### src/rtl/x_sub_u.sv
// Batch-norm statistics stage: pipelined FP16 mean and variance of one N-sample vector.
// Every cycle's vector flows independently; the mean is out L+1 edges after capture, the variance 2L+4 edges after.
module x_sub_u #(
    parameter int          DATA_WIDTH       = 16,
    parameter int          size             = 4,
    parameter logic [15:0] quarter          = 16'h3400,
    parameter int          channel          = 1,
    parameter int          size_div_channel = 4
) (
    input  logic                                 clk,
    input  logic                                 reset,
    input  logic [DATA_WIDTH*size_div_channel-1:0] x,
    output logic [DATA_WIDTH-1:0]                u_Out,
    output logic [DATA_WIDTH-1:0]                AvgOut_temp
);

    localparam int N = size_div_channel;
    localparam int L = $clog2(N);

    if (DATA_WIDTH != 16 || channel != 1 || size != channel * size_div_channel || N < 2 || (1 << L) != N) begin : g_bad_cfg
        $error("x_sub_u: unsupported parameter set");
    end

    localparam logic [15:0] FP_NAN = 16'h7E00;

    // Round a normalised significand (hidden bit at n[13], guard n[2], round/sticky n[1:0]) to nearest-even and pack.
    function automatic logic [15:0] fp_round_pack(input logic s, input logic signed [7:0] e, input logic [13:0] n);
        logic              inc;
        logic              c;
        logic [9:0]        f;
        logic signed [7:0] er;
        logic [15:0]       res;
        inc    = n[2] & (n[3] | n[1] | n[0]);
        {c, f} = {1'b0, n[12:3]} + {10'd0, inc};
        er     = c ? (e + 8'sd1) : e;
        if (!n[13]) begin
            res = 16'h0000;
        end else if (er >= 8'sd31) begin
            res = {s, 5'h1F, 10'h000};
        end else if (er <= 8'sd0) begin
            res = 16'h0000;
        end else begin
            res = {s, er[4:0], f};
        end
        return res;
    endfunction

    function automatic logic [15:0] fp_add(input logic [15:0] a, input logic [15:0] b);
        logic              a_nan, b_nan, a_inf, b_inf, a_zero, b_zero;
        logic [15:0]       big, sml, res;
        logic [4:0]        d;
        logic [13:0]       m_big, m_sml, m_sh, mask, n;
        logic [14:0]       sum;
        logic [3:0]        lz;
        logic signed [7:0] e;
        a_nan  = (&a[14:10]) & (|a[9:0]);
        b_nan  = (&b[14:10]) & (|b[9:0]);
        a_inf  = (&a[14:10]) & ~(|a[9:0]);
        b_inf  = (&b[14:10]) & ~(|b[9:0]);
        a_zero = ~(|a[14:10]);
        b_zero = ~(|b[14:10]);
        if (a[14:0] >= b[14:0]) begin
            big = a;
            sml = b;
        end else begin
            big = b;
            sml = a;
        end
        d     = big[14:10] - sml[14:10];
        m_big = {1'b1, big[9:0], 3'b000};
        m_sml = {1'b1, sml[9:0], 3'b000};
        // Shifts of 14 or more leave mask all-ones, so the whole small operand collapses into sticky.
        mask  = (14'd1 << d) - 14'd1;
        m_sh  = (m_sml >> d) | {13'd0, |(m_sml & mask)};
        if (big[15] == sml[15]) begin
            sum = {1'b0, m_big} + {1'b0, m_sh};
        end else begin
            sum = {1'b0, m_big} - {1'b0, m_sh};
        end
        lz = 4'd0;
        for (int i = 0; i < 14; i++) begin
            if (sum[i]) begin
                lz = 4'(13 - i);
            end
        end
        if (sum[14]) begin
            n = sum[14:1] | {13'd0, sum[0]};
            e = $signed({3'b000, big[14:10]}) + 8'sd1;
        end else begin
            n = sum[13:0] << lz;
            e = $signed({3'b000, big[14:10]}) - $signed({4'b0000, lz});
        end
        if (a_nan || b_nan) begin
            res = FP_NAN;
        end else if (a_inf && b_inf && (a[15] != b[15])) begin
            res = FP_NAN;
        end else if (a_inf) begin
            res = {a[15], 5'h1F, 10'h000};
        end else if (b_inf) begin
            res = {b[15], 5'h1F, 10'h000};
        end else if (a_zero && b_zero) begin
            res = 16'h0000;
        end else if (a_zero) begin
            res = b;
        end else if (b_zero) begin
            res = a;
        end else begin
            res = fp_round_pack(big[15], e, n);
        end
        return res;
    endfunction

    function automatic logic [15:0] fp_sub(input logic [15:0] a, input logic [15:0] b);
        return fp_add(a, b ^ 16'h8000);
    endfunction

    function automatic logic [15:0] fp_mul(input logic [15:0] a, input logic [15:0] b);
        logic              a_nan, b_nan, a_inf, b_inf, a_zero, b_zero, s;
        logic [21:0]       p;
        logic [13:0]       n;
        logic signed [7:0] e;
        logic [15:0]       res;
        a_nan  = (&a[14:10]) & (|a[9:0]);
        b_nan  = (&b[14:10]) & (|b[9:0]);
        a_inf  = (&a[14:10]) & ~(|a[9:0]);
        b_inf  = (&b[14:10]) & ~(|b[9:0]);
        a_zero = ~(|a[14:10]);
        b_zero = ~(|b[14:10]);
        s      = a[15] ^ b[15];
        p      = {11'd0, 1'b1, a[9:0]} * {11'd0, 1'b1, b[9:0]};
        e      = $signed({3'b000, a[14:10]}) + $signed({3'b000, b[14:10]}) - 8'sd15;
        if (p[21]) begin
            n = {p[21:9], |p[8:0]};
            e = e + 8'sd1;
        end else begin
            n = {p[20:8], |p[7:0]};
        end
        if (a_nan || b_nan) begin
            res = FP_NAN;
        end else if ((a_inf && b_zero) || (b_inf && a_zero)) begin
            res = FP_NAN;
        end else if (a_inf || b_inf) begin
            res = {s, 5'h1F, 10'h000};
        end else if (a_zero || b_zero) begin
            res = 16'h0000;
        end else begin
            res = fp_round_pack(s, e, n);
        end
        return res;
    endfunction

    // Adder trees use heap numbering: leaves at N..2N-1, node k sums nodes 2k and 2k+1, root at 1.
    logic [DATA_WIDTH-1:0] r_t1 [1:2*N-1];
    logic [DATA_WIDTH-1:0] r_t2 [1:2*N-1];
    logic [DATA_WIDTH-1:0] r_xd [0:L][0:N-1];
    logic [DATA_WIDTH-1:0] r_u1 [0:N-1];

    // Whole pipeline: capture, mean tree, sample delay line, deviation, square, variance tree, outputs.
    always_ff @(posedge clk or negedge reset) begin
        if (!reset) begin
            for (int k = 1; k < 2 * N; k++) begin
                r_t1[k] <= 16'h0000;
                r_t2[k] <= 16'h0000;
            end
            for (int i = 0; i < N; i++) begin
                r_u1[i] <= 16'h0000;
                for (int j = 0; j <= L; j++) begin
                    r_xd[j][i] <= 16'h0000;
                end
            end
            u_Out       <= 16'h0000;
            AvgOut_temp <= 16'h0000;
        end else begin
            for (int i = 0; i < N; i++) begin
                r_t1[N+i]  <= x[DATA_WIDTH*(N-i)-1 -: DATA_WIDTH];
                r_xd[0][i] <= r_t1[N+i];
                for (int j = 1; j <= L; j++) begin
                    r_xd[j][i] <= r_xd[j-1][i];
                end
                r_u1[i]    <= fp_sub(r_xd[L][i], u_Out);
                r_t2[N+i]  <= fp_mul(r_u1[i], r_u1[i]);
            end
            for (int k = 1; k < N; k++) begin
                r_t1[k] <= fp_add(r_t1[2*k], r_t1[2*k+1]);
                r_t2[k] <= fp_add(r_t2[2*k], r_t2[2*k+1]);
            end
            u_Out       <= fp_mul(r_t1[1], quarter);
            AvgOut_temp <= fp_mul(r_t2[1], quarter);
        end
    end

endmodule

### config.mk
export PLATFORM = sky130hd
export DESIGN_NAME = x_sub_u
export DESIGN_NICKNAME = d
export VERILOG_FILES = /design/src/rtl/x_sub_u.sv
export SDC_FILE = /design/constraint.sdc
export NUM_CORES = 2
export LEC_CHECK = 0
export BUFFER_PORTS_ARGS = -buffer_cell sky130_fd_sc_hd__buf_4
export CORE_AREA = 2 2 369 371
export CTS_BUF_LIST = sky130_fd_sc_hd__clkbuf_8
export DETAILED_ROUTE_END_ITERATION = 12
export DIE_AREA = 0 0 371 373
export PLACE_DENSITY_LB_ADDON = 0.3
export SLEW_MARGIN = 15
export SYNTH_ARGS = -nofsm -noshare
export SYNTH_HDL_FRONTEND = slang
export SYNTH_SLANG_ARGS = --single-unit
### constraint.sdc
create_clock -name clk -period 11.9 [get_ports clk]
set_input_delay 2.975 -clock clk [delete_from_list [all_inputs] [get_ports clk]]
set_output_delay 2.975 -clock clk [all_outputs]
set_load 0.1 [all_outputs]
## Yosys cells after proc, flatten, opt, wreduce, memory -nomap -nowiden

Cells that the tools add are included.

- Register bits after elaboration: 508
- Latch bits: 0
- RAM bits: 0
- Memory bits (read-only): 0
- Input bits: 66
- Logic and storage cells: 876
- Memories: 0

- Add/sub/neg operators: 104
- $mul: 4
- Divide/modulo/power cells: 0
- $lt $le $gt $ge: 42
- Eq/ne operators: 20
- Shift-type cells: 30
- Mux-type cells: 350
- Bitwise logic cells: 163
- Reductions and logical operators: 131

Operators with widths:

| kind | count |
|---|---|
| 16-bit 2-to-1 mux | 90 |
| 15-bit 2-to-1 mux | 78 |
| 4-bit 2-to-1 mux | 140 |
| 14-bit by 1-bit OR with 14-bit output | 20 |
| 10-bit OR reduction | 23 |
| 8-bit 2-to-1 mux | 28 |
| 14-bit 2-to-1 mux | 14 |
| 10-bit by 1-bit adder with 11-bit output | 14 |
| 14-bit by 14-bit adder with 15-bit output | 10 |
| 15-bit greater-or-equal comparator | 10 |
| 14-bit by 14-bit subtractor with 15-bit output | 10 |
| 14-bit AND | 10 |
| 14-bit OR reduction | 10 |
| 1-bit by 5-bit left shift with 14-bit output (first input constant) | 10 |
| 14-bit by 4-bit left shift with 14-bit output | 10 |
| 14-bit by 5-bit >> shifter with 14-bit output | 10 |
| 14-bit by 1-bit subtractor with 14-bit output (second input constant) | 10 |
| 5-bit AND reduction | 23 |
| 5-bit OR reduction | 23 |
| 8-bit by 2-bit adder with 8-bit output (second input constant) | 14 |
| 8-bit by 6-bit greater-or-equal comparator with 1-bit output (second input constant) | 14 |
| 8-bit by 1-bit less-or-equal comparator with 1-bit output (second input constant) | 14 |
| 11-bit by 11-bit multiplier with 22-bit output | 4 |
| 5-bit by 1-bit adder with 6-bit output (second input constant) | 10 |
| other kinds (17) | 245 |

## Logic depth before layout (Yosys ltp)

- Depth in word-level cells: 42
- Depth in mapped cells: 62

## Least setup slack after synthesis

Ideal clock, no wire load.

- Path type: register to register
- Start point: register u_Out[8]
- End point: register r_u1[48] (netlist bit)
- Setup time: 0.138 ns
- Data arrival time: 12.689 ns
- Data required time: 11.762 ns
- Path slack: -0.927 ns
- Stages on the path, launching flop included: 60
- Period minus slack after synthesis: 12.827 ns
- Cell sequence: dfrtp_1 > clkbuf_1 > clkbuf_1 > inv_1 > ha_1 > a211oi_1 > nor2_1 > o31a_1 > clkbuf_1 > nor3_2 > clkbuf_1 > buf_2 > buf_1 > clkbuf_1 > a21oi_1 > ha_1 > clkbuf_1 > clkbuf_1 > (+24 left out) > nor2_2 > inv_1 > ha_1 > inv_1 > fa_1 > a21o_1 > a21oi_1 > mux2i_1 > xnor2_1 > and2_1 > o21ai_0 > o21ai_0 > nand4_1 > nor3_1 > o211a_1 > a31oi_1 > nand3_1 > o22ai_1

- Cells in the longest elaborated chain, start to end: 42
- Elaborated cells on any way between the ends: 59
- Classes of those cells: add/sub: 8; order compare: 3; eq/ne: 1; shift: 3; mux: 30; bitwise: 9; reduce/logical: 5

Ends and longest elaborated chain:

| item | line | source |
|---|---|---|
| start, declared | 13 | `output logic [DATA_WIDTH-1:0] u_Out,` |
| start signal, assigned | 187 | `u_Out <= fp_mul(r_t1[1], quarter);` |
| 15-bit greater-or-equal comparator | 62 | `if (a[14:0] >= b[14:0]) begin` |
| 16-bit 2-to-1 mux | 62 |  |
| 5-bit subtractor | 69 | `d = big[14:10] - sml[14:10];` |
| 1-bit by 5-bit left shift with 14-bit output | 73 | `mask = (14'd1 << d) - 14'd1;` |
| 14-bit by 1-bit subtractor with 14-bit output | 73 |  |
| 14-bit AND | 74 | `m_sh = (m_sml >> d) \| {13'd0, \|(m_sml & mask)};` |
| 14-bit OR reduction | 74 |  |
| 14-bit by 1-bit OR with 14-bit output | 74 |  |
| (+26 left out) | -- |  |
| 15-bit 2-to-1 mux | 36 | `if (!n[13]) begin` |
| 15-bit 2-to-1 mux | 105 | `end else if (b_zero) begin` |
| 15-bit 2-to-1 mux | 103 | `end else if (a_zero) begin` |
| 15-bit 2-to-1 mux | 101 | `end else if (a_zero && b_zero) begin` |
| 15-bit 2-to-1 mux | 99 | `end else if (b_inf) begin` |
| 15-bit 2-to-1 mux | 97 | `end else if (a_inf) begin` |
| 15-bit 2-to-1 mux | 95 | `end else if (a_inf && b_inf && (a[15] != b[15])) begin` |
| 15-bit 2-to-1 mux * | 93 | `if (a_nan \|\| b_nan) begin` |
| end signal, assigned by index | 180 | `r_u1[i] <= fp_sub(r_xd[L][i], u_Out);` |
| end, declared | 156 | `logic [DATA_WIDTH-1:0] r_u1 [0:N-1];` |

Every way passes the cells marked *; elsewhere a longest branch is shown, timed or not.

## Worst setup path in the final report

- Start point: register u_Out[8]
- End point: register r_u1[57] (netlist bit)

Same word-level chain as after synthesis.

==> reports/results.tsv <==
stage	metric	value	unit
die	Die Area	0.1384	mm²
timing	endpoints failing setup	0	
cells_and_area	post-route cell area	0.08569	mm²
cells_and_area	layout cells sized above 1	8.874	%
cts	Worst-path clk slew	0.07	ns
drt	# DRC	0	
critical_path	FF-to-FF path depth	50	
cts	post-cts hold buffer count	0	
critical_path	R2R Path End	r_u1[57]$_DFF_PN0_	
die	core area	0.1346	mm²
synth	Seq/Total Area, Yosys	15.60	%
die	width of the die	371	µm
min_path	min-delay src	r_xd[166]$_DFF_PN0_	
die	IO Count	98	
cells_and_area	synthesis-to-layout area growth	6.874	%
drt	Post-Route WL	263800	µm
global_route	grt total ovfl	0	
job	total of max-cap violations	0	
synth	Seq cells post-synth	500	
place	I/O Buffers	96	
critical_path	Critical Path Source	u_Out[8]$_DFF_PN0_	
min_path	Hold EP	r_xd[102]$_DFF_PN0_	
critical_path	Required @ worst endpoint	12.63	ns
critical_path	Worst Setup Start Kind	flop	
drt	Initial DRT Pass Iterations	9	
synth	top cells by area, synth	dfrtp_1, ha_1, fa_1, a21oi_1, nand2_1	
place	placed cell area	0.08351	mm²
outcome	status	complete, no violations	
critical_path	register-to-register setup slack	0.65	ns
global_route	first-pass GRT wire length	419100	µm
global_route	number of global-route vias before repair	78922	
synth	EDFF count, synth	0	
drt	DR iter-0 viols	9023	
drt	Via Count	82951	
critical_path	Setup Crit Path Kind	flop to flop	
synth	Syn Inst Count	10434	
synth	Yosys top cell by area	dfrtp_1	
place	DP HPWL	206200	µm
timing	fmax	88.89	MHz
synth	dominant cell by count in the synthesized netlist	nand2_1	
global_route	initial antenna violation count	8	
timing	Tmin final	11.25	ns
timing	part of the cycle the worst path needs	94.54	%
synth	Synth Flop Type	dfrtp_1	
cts	clock latency on the worst-skew pair	0.86	ns
min_path	Min-Delay Path Depth	0	
cts	CTS Buffer Depth	3	
critical_path	Slowest-stage cell, CP	dfrtp_4	
cts	clock buffer count from CTS	86	
die	std cell rows	135	
drt	Antenna Nets Post-Route	0	
critical_path	Critical Path Sink Type	flop	
die	Die Ht	373	µm
cts	H-Tree Depth	3	
global_route	All-Layer GR Usage	36.82	%
synth	post-synth top area share	15.60	%
synth	Commonest cells post-synth	nand2_1, inv_1, nor2_1	
timing	Hold Fails Final Rpt	0	
cts	Clock Tree Root	clkbuf_8	
critical_path	worst path arrival time	11.98	ns
cts	clk sinks	500	
cells_and_area	fin nets	11464	
die	Starting Density	59.56	%
drt	WL/cell	21.44	µm
timing	Slew Limit Fails	0	
timing	Tightest Pin Transition	1.115	ns
synth	Yosys cell types	139	
critical_path	Reg-to-Reg Start	u_Out[8]$_DFF_PN0_	
cts	CTS tree	done	
critical_path	largest fanout on the critical path	18	
synth	ys async rst share	100.0	%
synth	Post-Synthesis Cell Area	0.08018	mm²
global_route	largest net degree at the start of global routing	189	
min_path	HP Class	flop to flop	
drt	post-DR vias/cell	6.742	
place	GPL Wtd Cong	1.047	
timing	Clock Skew	0.06496	ns
timing	Slew HR	24.46	%
synth	Avg Cell Area, Syn	7.685	µm²
synth	Yosys Warn Count	0	
critical_path	max incr delay on CP	0.67	ns
metrics by stage:
step | util, % | worst slack [ns] | TNS, ns | std cells | hold slack (ns)
2_1_floorplan | - | 0.08752 | 0 | 10438 | 0.3312
3_3_place_gp | 62.03 | 0.6305 | 0 | 12134 | 0.3317
3_5_place_dp | 62.03 | 0.5353 | 0 | 12134 | 0.3347
4_1_cts | 63.54 | 0.4904 | 0 | 12292 | 0.3209
5_1_grt | 63.65 | -0.03811 | -0.09378 | 12301 | 0.3346
6_report | 63.66 | 0.6498 | 0 | 12303 | 0.3251
metal layers:
metal	up-vias	wire, µm	GRT usage [%]
met1	39247	106400	47.89
met4	8	15040	18.62
met3	940	23110	6.112
li1	38343	-	-
met2	4413	119200	58.80
met5	-	57	0
worst max-delay path, delay by kind of cell (launching register included):
kind	cells	cell delay, ns
fa+ha+maj	6	1.92
compound gates	20	3.58
simple gates	18	3.32
flops	1	0.67
mux	1	0.32
buf+inv	4	0.62
xor+xnor	1	0.63
registers in the layout (all words and copies together), names as in the netlist:
name	cells
AvgOut_temp	15
r_t1	112
r_t2	105
r_u1	60
r_xd	192
u_Out	16
layout by cell type (no fill, tap or decap), drive strengths merged, types with 74 or more instances in the layout:
| master | count |
|---|---|
| and2 | 221 |
| buf | 367 |
| a31oi | 115 |
| a21o | 178 |
| nor3 | 315 |
| o31ai | 96 |
| o22ai | 74 |
| o21ai | 583 |
| o21bai | 111 |
| o211ai | 152 |
| nor2b | 85 |
| fa | 276 |
| clkbuf | 107 |
| ha | 678 |
| nand3 | 312 |
| dfrtp | 500 |
| xnor2 | 298 |
| a22oi | 102 |
| or3 | 89 |
| inv | 913 |
| a211oi | 201 |
| mux2 | 97 |
| nand2 | 908 |
| o21a | 82 |
| nand4 | 143 |
| a221oi | 85 |
| a21oi | 769 |
| or2 | 94 |
| mux2i | 306 |
| nand2b | 78 |
| nor2 | 848 |
| and3 | 124 |
| xor2 | 153 |
| nor4 | 103 |
how the worst max path moves through the flow:
stage	slack (ns)	end	cells past startpoint
finish	0.65	r_u1[57]$_DFF_PN0_	50
floorplan	0.09	r_u1[48]$_DFF_PN0_	58
detailed placement	0.54	r_t1[89]$_DFF_PN0_	46
global route	-0.04	r_t1[109]$_DFF_PN0_	42
CTS	0.49	r_t1[89]$_DFF_PN0_	46
global placement	0.63	r_t1[89]$_DFF_PN0_	46
layout make-up:
cell class | instances | area, µm²
multi-input combinational | 8580 | 62680
fill | 11909 | 48930
sequential | 500 | 12530
inverter | 909 | 3420
timing repair buffer | 367 | 2800
tap | 1781 | 2228
clock buffer | 107 | 1473
clock inverter | 51 | 551.8
antenna | 8 | 20.02
logic make-up (layout without fill, tap and decap cells):
family                     after synthesis  count (layout)  share of synthesized area [%]
AOI/OAI and AO/OA                     3213            3213                          27.46
DFF                                    500             500                          15.60
other                                    1              13                       0.004677
xor gates and xnor gates               451             451                          4.936
adders and majority gates              955             955                          17.48
muxes                                  447             447                          6.418
and+or+nand+nor                       3509            3509                          21.59
buffers and inverters                 1358            1434                          6.504
timing repair:
action,in CTS,in global routing
buffers inserted,0,3
endpoints found under the setup margin,0,92
resized for setup,0,25
Power is not shown: default switching activity piles up to over one toggle a cycle in this logic, so the estimate is an artifact.
